$ cat config.mk
export PLATFORM = sky130hd
export DESIGN_NAME = lut_ram_loader
export DESIGN_NICKNAME = d
export VERILOG_FILES = /design/src/rtl/lut_ram_loader.sv
export SDC_FILE = /design/constraint.sdc
export NUM_CORES = 1
export LEC_CHECK = 0
export ABC_AREA = 1
export BUFFER_PORTS_ARGS = -buffer_cell sky130_fd_sc_hd__clkbuf_2
export CORE_MARGIN = 8
export CORE_UTILIZATION = 48
export DETAILED_ROUTE_END_ITERATION = 8
export GPL_TIMING_DRIVEN = 0
export HOLD_SLACK_MARGIN = 0.06
export SLEW_MARGIN = 10
export SYNTH_ARGS = -nofsm -noshare
export SYNTH_HDL_FRONTEND = slang
export SYNTH_SLANG_ARGS = --single-unit
$ cat constraint.sdc
create_clock -name clk -period 3.3 [get_ports clk]
set_input_delay 0.165 -clock clk [delete_from_list [all_inputs] [get_ports clk]]
set_output_delay 0.165 -clock clk [all_outputs]
set_load 0.1 [all_outputs]
$ cat src/rtl/lut_ram_loader.sv
// LUT RAM filled at run time from a valid/ready word stream, read back with
// one-cycle registered, enable-gated timing once a complete table is present.
module lut_ram_loader #(
    parameter int    DATA_WIDTH = 16,
    parameter int    ADDR_WIDTH = 6,
    parameter string TYPE       = "DISTRIBUTED"
) (
    input  logic                  clk,
    input  logic                  reset,
    input  logic                  load_start,
    input  logic [DATA_WIDTH-1:0] wr_data,
    input  logic                  wr_valid,
    output logic                  wr_ready,
    output logic                  load_busy,
    output logic                  load_done,
    output logic [ADDR_WIDTH:0]   wr_count,
    input  logic                  rd_enable,
    input  logic [ADDR_WIDTH-1:0] rd_address,
    output logic [DATA_WIDTH-1:0] rd_data,
    output logic                  rd_valid
);

    localparam int DEPTH = 2 ** ADDR_WIDTH;
    localparam logic [ADDR_WIDTH:0] LAST_IDX = (ADDR_WIDTH + 1)'(DEPTH - 1);

    if (TYPE != "DISTRIBUTED" && TYPE != "BLOCK" && TYPE != "REGISTERS" &&
        TYPE != "ULTRA" && TYPE != "AUTO") begin : g_bad_type
        $error("lut_ram_loader: unsupported TYPE %s", TYPE);
    end

    typedef enum logic [1:0] {
        IDLE,
        LOAD,
        READY
    } state_t;

    state_t              state;
    state_t              state_next;
    logic [ADDR_WIDTH:0] count_next;
    logic                wr_fire;

    (* ram_style = TYPE *) logic [DATA_WIDTH-1:0] mem [DEPTH];

    always_comb begin
        state_next = state;
        count_next = wr_count;
        wr_ready   = 1'b0;
        load_busy  = 1'b0;
        load_done  = 1'b0;
        case (state)
            IDLE: begin
                if (load_start) begin
                    state_next = LOAD;
                    count_next = '0;
                end
            end
            LOAD: begin
                wr_ready  = 1'b1;
                load_busy = 1'b1;
                if (wr_valid) begin
                    count_next = wr_count + (ADDR_WIDTH + 1)'(1);
                    if (wr_count == LAST_IDX) begin
                        state_next = READY;
                    end
                end
            end
            READY: begin
                load_done = 1'b1;
                if (load_start) begin
                    state_next = LOAD;
                    count_next = '0;
                end
            end
            default: begin
                state_next = IDLE;
            end
        endcase
    end

    assign wr_fire = wr_valid && (state == LOAD);

    always_ff @(posedge clk or posedge reset) begin
        if (reset) begin
            state    <= IDLE;
            wr_count <= '0;
        end else begin
            state    <= state_next;
            wr_count <= count_next;
        end
    end

    // Read gating uses the registered state, so a read coinciding with the
    // final write or with a reload request sees the table as it was.
    always_ff @(posedge clk or posedge reset) begin
        if (reset) begin
            rd_data  <= '0;
            rd_valid <= 1'b0;
        end else if (rd_enable && (state == READY)) begin
            rd_data  <= mem[rd_address];
            rd_valid <= 1'b1;
        end else begin
            rd_valid <= 1'b0;
        end
    end

    always_ff @(posedge clk) begin
        if (wr_fire) begin
            mem[wr_count[ADDR_WIDTH-1:0]] <= wr_data;
        end
    end

endmodule

==> impl_metrics.ini <==
[min_path]
min_path_type = in2reg
hold_depth = 1
min_from = wr_data[13]
min_to = mem[2][13]

[layout]
fin_area_sq_um = 49700
multi_input_area_sq_um = 9930
syn_to_final_growth_pct = 16.6
fill_cells = 7373
drive_gt1_share_pct = 14.0
regArea_sq_um = 31400
nets = 3854
utilization_pct = 56.4

[power]
p_sw_uw = 7870
cellLeakagePower_uw = 0.0181
internal-power_uw = 22500
cellPowerDensity_nw_per_um2 = 611
ir_drop_v = 0.000764
sequentialPowerShare_pct = 49.2
switching_share_pct = 25.9
p_clk_share_pct = 39.6
comb_power_share_pct = 11.2

[logic_synthesis]
syn_area_sq_um = 42600
syn-num-nets = 3586
synth_top_area_share_pct = 72.2
ys_top_cells_by_area = edfxtp_1 (72%), nand3_1 (11%), nand2_1 (11%), buf_2 (1.6%), dfrtp_1 (1.5%)
synth-seq-area-share_pct = 73.7
synth.distinct_cells = 26
ys_ff_latch = 1050
syn_avg_cell_area_sq_um = 12.0
synth-async-reset-ratio_pct = 2.48
synth_edf_count = 1024
yosysWarningCount = 0
synth.largest_area_cell = edfxtp_1
synth_cells = 3558
synth_top_flop_cell = edfxtp_1

[place]
pre_cts_ws_ns = -0.00704
placed_cell_area_sq_um = 45900
post-dp-hpwl_um = 97400
io_buffers = 49
place_congestion = 0.993

[worst_setup_path]
slowest_stage = nor2_2
worst_setup_path_end_kind = register
r2r-end = mem[18][3]
arrival_ns = 3.53
critPathMaxFanout = 10
reg2reg_from = state[0]
required_ns = 3.68
slowest_delay_ns = 0.89
rrSetupSlack_ns = 0.15
worst_r2r_path_depth = 8
crit_type = reg2reg
crit_chain = inv_1, nor2_2, nand2_1, inv_1, buf_2, nand4_1, nor2_2, buf_8
startpoint_type = register

[timing]
slew_headroom_pct = 13.9
finalSetupViolations = 0
rsz0062_at_grt = no
tightest_slew_ns = 1.29
period_needed_ns = 3.15
final.setup.worst_slack_ns = 0.149
post-route-period-util_pct = 95.5
finalHoldViolations = 0
max_freq_ghz = 0.317
tns_ns = 0
slew_viol_final = 0
finClkSkew_ns = 0.0226

[floorplanning]
rows = 109
die_area_sq_um = 98500
die_w_um = 314
start_util_pct = 48.3
io_pins = 54
die_height_um = 314
core_area_sq_um = 88100

[cts]
cts_buffer_depth = 3
clkLatencyLatePin_ns = 0.67
cts_tree = built
clk_pin_slew_ns = 0.06
numClockSinks = 1050
cts_root_buf = clkbuf_16
cts_made_buffers = 106
htree_levels = 3

[grt]
gr-total-overflow = 0
grt_antenna_before_repair = 8
grt_usage_pct = 27.8
grt_first_pass_wirelength_um = 196000
first_global_vias = 27300
grt_start_max_net_pins = 57

[drt]
viasPerCell = 5.78
postRouteAntennaNets = 0
drt_wl_total_um = 139000
dr_total_vias = 29400
drt_iter0_drc = 4175
wl_per_cell_um = 27.4
post-route-drc-count = 0
firstDrtPassIters = 6

[run_status]
status = finished clean

[job]
drv_cap = 0
-- layer usage --
metal  vias to the layer above  share of wire [%]  global-route usage (%)
li1                      13100                  -                       -
met5                         -                  0                       0
met1                     14300                 41                    39.6
met2                      1669                 43                    41.3
met4                         0                4.7                    11.9
met3                       253                 11                    5.86
-- cell families after synthesis --
| group | after synthesis | share of synthesized area, % |
|---|---|---|
| AO/OA/AOI/OAI | 10 | 0.141 |
| XOR/XNOR | 1 | 0.0206 |
| adder cells (fa/ha/maj) | 1 | 0.0294 |
| buffers and inverters | 250 | 3.46 |
| flip-flops | 1050 | 73.7 |
| AND/OR/NAND/NOR | 2246 | 22.6 |
-- cell usage after synthesis (all sizes together), types with 2 or more instances --
library cell and number:
nand2 1231, edfxtp 1024, nand3 935, buf 200, nor2 70, clkbuf 27
dfrtp 26, inv 22, nand4 6, o21ai 4, a21oi 3, nor3 2
nor4 2
-- how the worst max path moves through the flow --
stage	end	slack [ns]	depth (start not counted)	startpoint
after floorplan	mem[40][0]	-0.50	7	state[0]
after global placement	mem[47][1]	-1.84	7	state[0]
after detailed placement	mem[6][1]	-0.007	7	state[0]
after CTS	mem[38][9]	-0.002	8	state[0]
after global routing	mem[3][6]	0.09	8	state[0]
final	mem[18][3]	0.15	8	state[0]
-- metrics by stage --
step / hold WS, ns / std cells / power (uW)
after floorplan: 0.205 / 3558 / 17300
after global placement: 0.464 / 4772 / 18400
after detailed placement: 0.321 / 4851 / 18500
after CTS: 0.0753 / 5066 / 30400
after global routing: 0.115 / 5080 / 31100
final: 0.113 / 5082 / 30300
-- critical path, delay by kind of cell (launching register included) --
| family | cells | cell delay, ns |
|---|---|---|
| flops | 1 | 0.39 |
| buf+inv | 4 | 0.65 |
| simple gates | 4 | 1.81 |
-- layout make-up --
| type | instances | share of cell area, % |
|---|---|---|
| Antenna cell | 2 | 0.0101 |
| Tap cell | 1165 | 2.94 |
| Clock buffer | 130 | 5.74 |
| Timing Repair Buffer | 160 | 3.94 |
| Inverter | 23 | 0.184 |
| Clock inverter | 67 | 1.17 |
| Sequential cell | 1050 | 63.2 |
| Multi-Input combinational cell | 2258 | 20.0 |
| Buffer | 227 | 2.78 |
-- cell usage in the layout (no fill, tap or decap), types with 5 or more instances in the layout --
| master | netlist | final |
|---|---|---|
| nor2_2 | 1 | 52 |
| nor2_4 | 0 | 11 |
| edfxtp_1 | 1024 | 1024 |
| clkinv_2 | 0 | 18 |
| clkbuf_2 | 0 | 33 |
| inv_2 | 4 | 5 |
| buf_4 | 11 | 29 |
| buf_2 | 138 | 139 |
| nor2_1 | 69 | 7 |
| dfrtp_1 | 26 | 26 |
| clkbuf_16 | 0 | 110 |
| buf_16 | 0 | 17 |
| clkinv_1 | 1 | 36 |
| nand4_1 | 6 | 6 |
| dlygate4sd3_1 | 0 | 18 |
| clkbuf_4 | 0 | 16 |
| nand2_1 | 1231 | 1231 |
| buf_6 | 42 | 46 |
| inv_1 | 17 | 16 |
| nand3_1 | 935 | 935 |
| clkbuf_1 | 27 | 45 |
| buf_8 | 0 | 45 |
| buf_1 | 9 | 9 |
| buf_12 | 0 | 8 |
| bufinv_16 | 0 | 11 |
-- sequential cells by signal, indices dropped and copies added (netlist names) --
name / flops
wr_count: 7
rd_valid: 1
mem: 1024
rd_data: 16
state: 2
-- power groups by stage --
stage | Sequential, uW | Combinational, uW | Clock [uW]
finish | 14900 | 3410 | 12000
global route | 14900 | 3580 | 12600
CTS | 14900 | 3360 | 12100
detailed placement | 15200 | 3320 | 0
global placement | 15200 | 3190 | 0
floorplan | 15900 | 1330 | 0
-- what timing repair did --
item | in CTS | in global routing
pin swaps | 0 | 2
buffers inserted | 0 | 14
gates cloned | 0 | 0
endpoints found under the setup margin | 16 | 264
resized for setup | 1 | 7
endpoints found under the hold margin | 292 | 0
hold buffers | 18 | 0
(Power assumes the default switching activity.)
